===== src/rtl/mem_ctrl_pkg.sv =====
// Shared definitions for the data-memory initiator: funct3 encodings, sequencer states
// and the request classification helpers.
package mem_ctrl_pkg;

    localparam logic [2:0] CTRL_B  = 3'b000;
    localparam logic [2:0] CTRL_H  = 3'b001;
    localparam logic [2:0] CTRL_W  = 3'b010;
    localparam logic [2:0] CTRL_BU = 3'b100;
    localparam logic [2:0] CTRL_HU = 3'b101;

    typedef enum logic [1:0] {
        IDLE,
        SEQ,
        RESP
    } seq_state_t;

    // Byte accesses can never be misaligned; halves need addr[0]=0, words addr[1:0]=0.
    function automatic logic is_misaligned(input logic [2:0] ctrl, input logic [1:0] addr_lo);
        case (ctrl)
            CTRL_H, CTRL_HU: return addr_lo[0];
            CTRL_W:          return (addr_lo != 2'b00);
            default:         return 1'b0;
        endcase
    endfunction

    function automatic logic is_legal_ctrl(input logic [2:0] ctrl, input logic we);
        case (ctrl)
            CTRL_B, CTRL_H, CTRL_W: return 1'b1;
            CTRL_BU, CTRL_HU:       return !we;
            default:                return 1'b0;
        endcase
    endfunction

endpackage


===== src/rtl/load_extender.sv =====
// Extends an LSB-aligned byte/half load to 32 bits according to its funct3.
module load_extender
    import mem_ctrl_pkg::*;
(
    input  logic [2:0]  ctrl_i,
    input  logic [31:0] data_i,
    output logic [31:0] data_o
);

    always_comb begin
        data_o = data_i;
        case (ctrl_i)
            CTRL_B:  data_o = {{24{data_i[7]}}, data_i[7:0]};
            CTRL_H:  data_o = {{16{data_i[15]}}, data_i[15:0]};
            CTRL_BU: data_o = {24'h000000, data_i[7:0]};
            CTRL_HU: data_o = {16'h0000, data_i[15:0]};
            default: data_o = data_i;
        endcase
    end

endmodule


===== src/rtl/mem_access_sequencer.sv =====
// Data-memory initiator: issues aligned accesses directly and splits misaligned
// halfword/word accesses into one byte access per cycle.
module mem_access_sequencer
    import mem_ctrl_pkg::*;
#(
    parameter int DATA_WIDTH    = 32,
    parameter int ADDRESS_WIDTH = 32
) (
    input  logic                     clk,
    input  logic                     rst,
    input  logic                     req_valid,
    output logic                     req_ready,
    input  logic [ADDRESS_WIDTH-1:0] req_addr,
    input  logic [DATA_WIDTH-1:0]    req_wdata,
    input  logic [2:0]               req_ctrl,
    input  logic                     req_we,
    output logic                     resp_valid,
    output logic [DATA_WIDTH-1:0]    resp_rdata,
    output logic                     resp_err,
    output logic [ADDRESS_WIDTH-1:0] mem_address,
    output logic [DATA_WIDTH-1:0]    mem_write_data,
    output logic [2:0]               mem_ctrl,
    output logic                     mem_write_enable,
    input  logic [DATA_WIDTH-1:0]    mem_read_data
);

    seq_state_t               state_q, state_d;
    logic [ADDRESS_WIDTH-1:0] addr_q, addr_d;
    logic [DATA_WIDTH-1:0]    wdata_q, wdata_d;
    logic [2:0]               ctrl_q, ctrl_d;
    logic                     we_q, we_d;
    logic [1:0]               cnt_q, cnt_d;
    logic [1:0]               last_q, last_d;
    logic [DATA_WIDTH-1:0]    asm_q, asm_d;
    logic [DATA_WIDTH-1:0]    rdata_q, rdata_d;
    logic                     err_q, err_d;

    logic                     req_legal;
    logic                     req_misaligned;
    logic [DATA_WIDTH-1:0]    asm_merged;
    logic [DATA_WIDTH-1:0]    asm_ext;
    logic [7:0]               wbyte;

    assign req_legal      = is_legal_ctrl(req_ctrl, req_we);
    assign req_misaligned = is_misaligned(req_ctrl, req_addr[1:0]);
    assign wbyte          = wdata_q[{cnt_q, 3'b000} +: 8];

    // Assembly image including the byte being read this cycle, so the final
    // SEQ cycle can extend the complete value without an extra stage.
    generate
        for (genvar gi = 0; gi < 4; gi++) begin : g_asm
            assign asm_merged[gi*8 +: 8] = (cnt_q == 2'(gi)) ? mem_read_data[7:0]
                                                             : asm_q[gi*8 +: 8];
        end
    endgenerate

    load_extender u_load_extender (
        .ctrl_i (ctrl_q),
        .data_i (asm_merged),
        .data_o (asm_ext)
    );

    always_comb begin
        state_d          = state_q;
        addr_d           = addr_q;
        wdata_d          = wdata_q;
        ctrl_d           = ctrl_q;
        we_d             = we_q;
        cnt_d            = cnt_q;
        last_d           = last_q;
        asm_d            = asm_q;
        rdata_d          = rdata_q;
        err_d            = err_q;
        req_ready        = 1'b0;
        resp_valid       = 1'b0;
        resp_rdata       = '0;
        resp_err         = 1'b0;
        mem_address      = '0;
        mem_write_data   = '0;
        mem_ctrl         = CTRL_W;
        mem_write_enable = 1'b0;

        case (state_q)
            IDLE: begin
                req_ready      = 1'b1;
                mem_address    = req_addr;
                mem_write_data = req_wdata;
                mem_ctrl       = req_ctrl;
                if (req_valid) begin
                    if (!req_legal) begin
                        err_d   = 1'b1;
                        rdata_d = '0;
                        state_d = RESP;
                    end else if (!req_misaligned) begin
                        mem_write_enable = req_we;
                        rdata_d          = req_we ? '0 : mem_read_data;
                        err_d            = 1'b0;
                        state_d          = RESP;
                    end else begin
                        addr_d  = req_addr;
                        wdata_d = req_wdata;
                        ctrl_d  = req_ctrl;
                        we_d    = req_we;
                        cnt_d   = 2'd0;
                        last_d  = (req_ctrl == CTRL_W) ? 2'd3 : 2'd1;
                        asm_d   = '0;
                        err_d   = 1'b0;
                        state_d = SEQ;
                    end
                end
            end
            SEQ: begin
                mem_address      = addr_q + {{(ADDRESS_WIDTH-2){1'b0}}, cnt_q};
                mem_ctrl         = we_q ? CTRL_B : CTRL_BU;
                mem_write_data   = {{(DATA_WIDTH-8){1'b0}}, wbyte};
                mem_write_enable = we_q;
                asm_d            = asm_merged;
                cnt_d            = cnt_q + 2'd1;
                if (cnt_q == last_q) begin
                    rdata_d = we_q ? '0 : asm_ext;
                    state_d = RESP;
                end
            end
            RESP: begin
                resp_valid = 1'b1;
                resp_rdata = rdata_q;
                resp_err   = err_q;
                state_d    = IDLE;
            end
            default: state_d = IDLE;
        endcase

        // Reset must also suppress the write of the cycle it is sampled in.
        if (rst) begin
            mem_address      = '0;
            mem_write_data   = '0;
            mem_ctrl         = CTRL_W;
            mem_write_enable = 1'b0;
        end
    end

    always_ff @(posedge clk) begin
        if (rst) begin
            state_q <= IDLE;
            addr_q  <= '0;
            wdata_q <= '0;
            ctrl_q  <= CTRL_W;
            we_q    <= 1'b0;
            cnt_q   <= 2'd0;
            last_q  <= 2'd0;
            asm_q   <= '0;
            rdata_q <= '0;
            err_q   <= 1'b0;
        end else begin
            state_q <= state_d;
            addr_q  <= addr_d;
            wdata_q <= wdata_d;
            ctrl_q  <= ctrl_d;
            we_q    <= we_d;
            cnt_q   <= cnt_d;
            last_q  <= last_d;
            asm_q   <= asm_d;
            rdata_q <= rdata_d;
            err_q   <= err_d;
        end
    end

endmodule


===== config.mk =====
export PLATFORM = sky130hd
export DESIGN_NAME = mem_access_sequencer
export DESIGN_NICKNAME = d
export VERILOG_FILES = /design/src/rtl/mem_ctrl_pkg.sv /design/src/rtl/load_extender.sv /design/src/rtl/mem_access_sequencer.sv
export SDC_FILE = /design/constraint.sdc
export NUM_CORES = 1
export LEC_CHECK = 0
export ABC_AREA = 1
export BUFFER_PORTS_ARGS = -buffer_cell sky130_fd_sc_hd__buf_2
export CORE_MARGIN = 1
export CORE_UTILIZATION = 50
export DETAILED_ROUTE_END_ITERATION = 8
export GPL_TIMING_DRIVEN = 1
export PLACE_DENSITY = 0.81
export SETUP_SLACK_MARGIN = 0.15
export SLEW_MARGIN = 20
export SYNTH_ARGS = -nofsm -noshare
export SYNTH_HDL_FRONTEND = slang
export SYNTH_SLANG_ARGS = --single-unit

===== constraint.sdc =====
create_clock -name clk -period 2.83 [get_ports clk]
set_clock_uncertainty 0.1 [all_clocks]
set_input_delay 0.283 -clock clk [delete_from_list [all_inputs] [get_ports clk]]
set_output_delay 0.283 -clock clk [all_outputs]
set_load 0.05 [all_outputs]

# Word level (Yosys, flattened, before mapping)
# Cells that the tools add are included.
[word_totals] regBits=139 latch_bits=0 ram_bits=0 romBits=0 in_bits=103 elab_cells=91 n_memories=0
[op_classes] n_addsub=2 multipliers=0 div=0 magnitude_cmp=0 n_eq_ne=18 shifts=1 mux=45 bitwise=0 reduce_logical=15
[ops] cell="$mux 32" n=12
[ops] cell="$pmux 32 s2" n=4
[ops] cell="$pmux 32 s4" n=1
[ops] cell="$add 32x2->32" n=1
[ops] cell="$mux 8" n=4
[ops] cell="$shiftx 32x6->8" n=1
[ops] cell="$mux 2" n=8
[ops] cell="$eq 3x3->1 const B" n=4
[ops] cell="$reduce_and 4->1" n=3
[ops] cell="$mux 1" n=8
[ops] cell="$ne 2x2->1 const B" n=4
[ops] cell="$pmux 2 s2" n=2
[ops] cell="$eq 2x2->1 const B" n=3
[ops] cell="$eq 3x1->1 const B" n=2
[ops] cell="$logic_not 3->1" n=2
[ops] cell="$mux 3" n=2
[ops] cell="$pmux 1 s2" n=3
[ops] cell="$pmux 3 s2" n=1
[ops] cell="$eq 2x1->1 const B" n=2
[ops] cell="$logic_not 2->1" n=2
[ops] cell="$reduce_and 2->1" n=2
[ops] cell="$reduce_bool 2->1" n=2
[ops] cell="$reduce_or 2->1" n=2
[ops] cell="$eq 3x2->1 const B" n=1
[ops] cell="other kinds (5)" n=5

# Longest topological paths before layout
# Gate-level depths: netlist (run 1).
[depth] word_depth=8 mapped_depth=14

# Modules after synthesis
# Synthesis (run 1) repeated with hierarchy kept, for this count alone.
[unflattened] cells_unflattened=1362 area_unflattened_um2=8275.4
[by_module_without_submodules] module="mem_access_sequencer" n_inst=1 cells_each=1292 area_each_um2=7886.3 seq_area_each_um2=2782.7
[by_module_without_submodules] module="load_extender" n_inst=1 cells_each=70 area_each_um2=389.1 seq_area_each_um2=0.0

# Least setup slack after synthesis (run 1)
# OpenSTA, ideal clock, no wires.
[synth_timing] kind="register -> output" start="register cnt_q[0]" end="output mem_address[14]" arrival_ns=2.241 path_slack_ns=0.206 path_stages_with_launch=10 path_buffers=0 path_cell_list="dfxtp_1 ha_1 fa_1 nand2_1 nor2_1 nand2_1 nor2_1 or2_2 nand3_1 a21oi_1"
[synth_between] elab_chain_len=3
[synth_lines] item="from (decl)" line="mem_access_sequencer.sv:32" source="logic [1:0] cnt_q, cnt_d;"
[synth_lines] item="from (signal assigned)" line="mem_access_sequencer.sv:160" source="cnt_q <= cnt_d;"
[synth_lines] item="$add 32x2->32" line="mem_access_sequencer.sv:113" source="mem_address = addr_q + {{(ADDRESS_WIDTH-2){1'b0}}, cnt_q};"
[synth_lines] item="$pmux 32 s2" line="mem_access_sequencer.sv:83" source="case (state_q)"
[synth_lines] item="$mux 32" line="mem_access_sequencer.sv:134" source="if (rst) begin"
[synth_lines] item="to (decl)" line="mem_access_sequencer.sv:20" source="output logic [ADDRESS_WIDTH-1:0] mem_address,"
# No other way between the ends.

# Final worst setup path (run 1)
[layout_timing] start="register addr_q[0]" end="output mem_address[6]"
[layout_between] elab_chain_len=3
[layout_lines] item="from (decl)" line="mem_access_sequencer.sv:28" source="logic [ADDRESS_WIDTH-1:0] addr_q, addr_d;"
[layout_lines] item="from (signal assigned)" line="mem_access_sequencer.sv:156" source="addr_q <= addr_d;"
[layout_lines] item="$add 32x2->32" line="mem_access_sequencer.sv:113"
[layout_lines] item="$pmux 32 s2" line="mem_access_sequencer.sv:83"
[layout_lines] item="$mux 32" line="mem_access_sequencer.sv:134"
# No other way between the ends.

==> results of run 1 <==
## state kept, by name (all words and copies together), names as in the netlist
signal	count
addr_q	32
asm_q	32
cnt_q	2
ctrl_q	3
err_q	1
last_q	2
rdata_q	32
state_q	2
wdata_q	32
we_q	1
## worst max-delay path: cells and delay by family, from the launching register on
kind,cells,cell delay [ns]
AOI/OAI and AO/OA,3,0.37
adders and majority gates,2,0.55
buffers and inverters,2,0.29
DFF,1,0.33
and+or+nand+nor,3,0.26
## power by group through the flow
stage                     logic, uW  registers (uW)  clock network (uW)
after detailed placement       1060            2130                   0
after global placement         1060            2130                   0
after floorplan                 798            2120                   0
after CTS                      1080            2090                2170
after global routing           1200            2100                2260
final                          1100            2090                2140
## worst min path at each step
stage                        to  slack, ns
finish              wdata_q[15]       0.02
global route        wdata_q[14]       0.03
CTS                  wdata_q[9]       0.02
detailed placement    asm_q[18]       0.35
global placement      asm_q[25]       0.34
floorplan             addr_q[1]       0.33
## per-stage QoR
stage	power [uW]	util (%)
2_1_floorplan	2915	-
3_3_place_gp	3186	58.85
3_5_place_dp	3197	58.85
4_1_cts	5342	63.01
5_1_grt	5560	63.83
6_report	5335	63.83
## layout by cell type (no fill, tap or decap), types with 11 or more instances in the layout
cell type	n
nand2_1	398
nor2_1	290
buf_2	181
dfxtp_1	133
o21ai_0	127
a21oi_1	99
inv_1	92
nand3_1	74
buf_4	37
or2_2	30
clkbuf_16	17
clkinv_1	11
## kinds of logic after synthesis
family	synth area share [%]
buf+inv	9.595
flops	33.39
fa+ha+maj	1.141
xor+xnor	0.2102
compound gates	15.24
simple gates	40.42
## routing by layer
metal  routed length, um  part of all wire, %  up-vias  global-route usage [%]
met5                   0                    0        -                       0
met4                 623                  2.4        0                   9.872
met3                2055                  8.0       53                   5.479
met2               11220                   44      414                   45.94
met1               11860                   46     4167                   42.94
li1                    -                    -     4787                       -
## repair_timing
action	4_1_cts	5_1_grt
setup endpoints to repair	22	43
endpoints found under the hold margin	0	0
pin swaps	4	11
hold buffers	0	0
resized for setup	35	53
buffers inserted	0	1
## final cells by class
class	instances	area share [%]
Clock buffer	17	4.150
Timing Repair Buffer	227	12.68
Inverter	112	4.150
Multi-Input combinational cell	1089	47.74
Sequential cell	139	27.22
Tap cell	216	2.637
Clock inverter	15	1.416
==> flow_summary.json, run 1 <==
{
  "drt_pass1_iterations": 7,
  "nets": 1696,
  "syn_inst": 1423,
  "synth.area.top_cells": "dfxtp_1 33%, nand2_1 18%, nor2_1 14%",
  "p_seq_share_pct": 39.2,
  "cts_sinks": 139,
  "synth_top_area_cell": "dfxtp_1",
  "place_ws_ns": 0.3120,
  "switching_share_pct": 32.98,
  "endpoint": "mem_address[6]",
  "arrival_ns": 2.25,
  "postPlaceCellArea_sq_um": 9450,
  "worstPathMaxFanout": 5,
  "drt-total-wl_mm": 25.76,
  "status": "finished, final reports clean",
  "reg2reg_to": "rdata_q[13]",
  "syn-cell-area_sq_um": 8333,
  "cpPeakStageDelay_ns": 0.39,
  "synth_edf_count": 0,
  "synth_fp_nets": 1533,
  "worstPathCellList": "ha_4, fa_2, nand2_2, nor2_4, nand2_4, inv_4, a21oi_2, o21ai_1, a21oi_1, buf_4",
  "crit_path_top_delay_cell": "fa_2",
  "r2r_slack_ns": 0.45,
  "ys_seq_area_share_pct": 33.39,
  "drive_gt1_share_pct": 21.51,
  "rows": 46,
  "drc": 0,
  "wl_per_cell_um": 14.19,
  "yosysWarnings": 0,
  "port_buffers": 205,
  "hold_class": "in2reg",
  "synthTopCellsByCount": "406 x nand2_1, 302 x nor2_1, 139 x dfxtp_1",
  "avgSynthCellArea_sq_um": 5.856,
  "track_usage_pct": 30.18,
  "drv_slew": 0,
  "grt_pass1_wl_mm": 40.09,
  "ir_worst_vdd_mv": 0.4540,
  "timing.fmax_mhz": 379.2,
  "grt_overflow_total": 0,
  "fill_cells": 1496,
  "holdPathStages": 3,
  "min_period_over_period_pct": 93.18,
  "hold_ws_ns": 0.02285,
  "path_clk_slew_ns": 0.06,
  "vias_per_cell": 5.191,
  "setup_tns_ns": 0,
  "placed_cells": 1782,
  "fp.coreArea_sq_um": 16060,
  "via_count": 9421,
  "multi_input_area_sq_um": 4893,
  "yosysUniqueCellTypes": 33,
  "postRouteAntennaNets": 0,
  "startpoint": "addr_q[0]",
  "regArea_sq_um": 2790,
  "hold_start": "req_wdata[15]",
  "max_slew.worst_pin.slew_ns": 0.9308,
  "drt_iter0_markers": 831,
  "crit_path_end_kind": "output pin",
  "grt_pass1_vias": 8047,
  "power.internal_uw": 3575,
  "synth_top_area_share_pct": 33.39,
  "insertion_delay_ns": 0.42,
  "relSlewSlack_pct": 37.88,
  "cts-root-buf": "clkbuf_16",
  "antenna_found_initial": 0,
  "die_y_um": 131.1,
  "worst-r2r-cell-count": 9,
  "design_area_sq_um": 10250,
  "ys_async_sr_fraction_pct": 0,
  "setup_viol": 0,
  "rsz0062_at_grt": "true",
  "finalWorstSetupSlack_ns": 0.1931,
  "diodes": 0,
  "pin_count": 206,
  "rr_startpoint": "state_q[0]",
  "htreeDepth": 4,
  "yosysMostFrequentCell": "nand2_1",
  "clockPowerShare_pct": 40.2,
  "synth_flop_cell": "dfxtp_1",
  "cts_buffers": 17,
  "tritoncts": "built",
  "ys_ff_latch": 139,
  "start_util_pct": 51.89,
  "crit_path_start_kind": "register",
  "p_sw_uw": 1759,
  "clk_path_buf_depth": 2,
  "place_congestion": 0.9450,
  "min_period_ns": 2.637,
  "pwr-share-comb_pct": 20.6,
  "p_leak_uw": 0.004729,
  "instances_no_fill": 1815,
  "worstPathRequired_ns": 2.45,
  "power.density_nw_per_um2": 520.4,
  "area_growth_pct": 23.00,
  "grt_max_degree": 86,
  "dp_hpwl_mm": 18.20,
  "die_w_um": 131.1,
  "maxCapViolCount": 0,
  "die_area_sq_um": 17190,
  "finalHoldViolations": 0,
  "path_class": "reg2out"
}
No activity file was read; power rests on OpenSTA's default activity.
==> run 2, diff against run 1 <==
--- a/config.mk
+++ b/config.mk
@@ -6,14 +6,15 @@
 export NUM_CORES = 1
 export LEC_CHECK = 0
 export ABC_AREA = 1
-export BUFFER_PORTS_ARGS = -buffer_cell sky130_fd_sc_hd__buf_2
 export CORE_MARGIN = 1
 export CORE_UTILIZATION = 50
 export DETAILED_ROUTE_END_ITERATION = 8
+export DONT_BUFFER_PORTS = 1
 export GPL_TIMING_DRIVEN = 1
-export PLACE_DENSITY = 0.81
+export PLACE_DENSITY = 0.7
 export SETUP_SLACK_MARGIN = 0.15
 export SLEW_MARGIN = 20
 export SYNTH_ARGS = -nofsm -noshare
 export SYNTH_HDL_FRONTEND = slang
 export SYNTH_SLANG_ARGS = --single-unit
+export TNS_END_PERCENT = 30
==> flow_summary.json, run 2 (synthesis gave the netlist of run 1 again) <==
{
  "status": "finished, final reports clean",
  "fill_cells": 1441,
  "crit_top_cell": "nand3_1",
  "drt-total-wl_mm": 26.76,
  "cts-root-buf": "clkbuf_16",
  "worstPathRequired_ns": 2.45,
  "fp.coreArea_sq_um": 16060,
  "setup_tns_ns": 0,
  "power.density_nw_per_um2": 534.5,
  "wl_per_cell_um": 14.99,
  "ir_worst_vdd_mv": 0.4973,
  "antenna_found_initial": 0,
  "pin_count": 206,
  "relSlewSlack_pct": 39.60,
  "port_buffers": 0,
  "worstPathMaxFanout": 4,
  "finalHoldViolations": 0,
  "drive_gt1_share_pct": 15.55,
  "clk_path_buf_depth": 2,
  "arrival_ns": 2.26,
  "hold_start": "mem_read_data[24]",
  "rsz0062_at_grt": "true",
  "setup_viol": 0,
  "grt_max_degree": 79,
  "rows": 46,
  "postPlaceCellArea_sq_um": 9204,
  "drt_iter0_markers": 815,
  "crit_path_top_delay_cell": "fa_2",
  "startpoint": "addr_q[0]",
  "die_w_um": 131.1,
  "drt_pass1_iterations": 9,
  "timing.fmax_mhz": 378.6,
  "p_leak_uw": 0.004691,
  "crit_path_end_kind": "output pin",
  "drc": 0,
  "final_common_cell": "nand2_1",
  "track_usage_pct": 31.10,
  "dp_hpwl_mm": 17.90,
  "maxCapViolCount": 0,
  "tritoncts": "built",
  "via_count": 9419,
  "nets": 1666,
  "cts_sinks": 139,
  "place_congestion": 0.9341,
  "path_class": "reg2out",
  "worstPathCellList": "ha_4, fa_2, nand2_2, nor2_4, nand2_4, inv_2, nand3_1, nand3_1, a21oi_2, buf_6",
  "grt_overflow_total": 0,
  "grt_pass1_vias": 8279,
  "vias_per_cell": 5.277,
  "diodes": 0,
  "drv_slew": 0,
  "postRouteAntennaNets": 0,
  "start_util_pct": 51.89,
  "insertion_delay_ns": 0.42,
  "path_clk_slew_ns": 0.06,
  "min_period_over_period_pct": 93.34,
  "hold_class": "in2reg",
  "max_slew.worst_pin.slew_ns": 0.9050,
  "grt_pass1_wl_mm": 41.39,
  "hold_ws_ns": 0.02933,
  "die_y_um": 131.1,
  "final_cell_mix": "401 x nand2_1, 295 x nor2_1, 134 x dfxtp_1",
  "design_area_sq_um": 10760,
  "rr_startpoint": "cnt_q[1]",
  "area_growth_pct": 29.13,
  "die_area_sq_um": 17190,
  "min_period_ns": 2.642,
  "crit_path_start_kind": "register",
  "cpPeakStageDelay_ns": 0.42,
  "cts_buffers": 17,
  "htreeDepth": 4
}
-- run 2: cell type report --
type | instances | area [sq um] | area share [%]
tap | 216 | 270.3 | 2.512
clock buffer | 19 | 452.9 | 4.209
sequential | 139 | 2791 | 25.94
timing repair buffer | 197 | 1715 | 15.94
inverter | 112 | 425.4 | 3.953
clock inverter | 13 | 214.0 | 1.988
multi-input combinational | 1089 | 4891 | 45.45
-- run 2: report_power, final --
part,internal [uW],total [uW],switching [uW]
clock network,1620,2530,907
logic,363,1140,775
registers,2040,2090,44.9
total,4030,5750,1730
-- run 2: per-stage QoR --
stage / worst slack, ns / power (uW) / utilization (%) / cells
4_1_cts: 0.1289 / 5743 / 66.18 / 1782
5_1_grt: 0.06798 / 5949 / 67.01 / 1785
6_report: 0.1885 / 5752 / 67.01 / 1785
3_3_place_gp: 0.4391 / 3137 / 57.27 / 1679
2_1_floorplan: 0.2059 / 2915 / - / 1423
3_5_place_dp: 0.3731 / 3150 / 57.32 / 1680
-- run 2: repair_timing --
item                       CTS  global route
hold buffers                68             0
setup endpoints to repair   19            55
hold endpoints to repair   105             0
buffers inserted             2             3
pin swaps                    4            14
gates resized for setup     16            35
-- run 2: path summary, 6_finish.rpt --
check | end | slack (ns) | depth (start not counted)
worst max-delay path | mem_address[22] | 0.19 | 10
worst min-delay path | rdata_q[24] | 0.03 | 4
worst max register to register | rdata_q[22] | 0.38 | 11
worst min register to register | asm_q[30] | 0.36 | 2
-- run 2: metal layers --
| metal | routed length, um | up-vias | track usage (%) |
|---|---|---|---|
| met2 | 11750 | 409 | 48.68 |
| met1 | 12250 | 4217 | 42.38 |
| met5 | 0 | - | 0 |
| li1 | - | 4737 | - |
| met3 | 2136 | 56 | 6.575 |
| met4 | 617 | 0 | 10.75 |
-- run 2: critical path: cells and delay by family, from the launching register on --
family	cells	cell delay [ns]
adders and majority gates	2	0.58
and+or+nand+nor	5	0.47
DFF	1	0.34
buffers and inverters	2	0.26
AOI/OAI and AO/OA	1	0.19
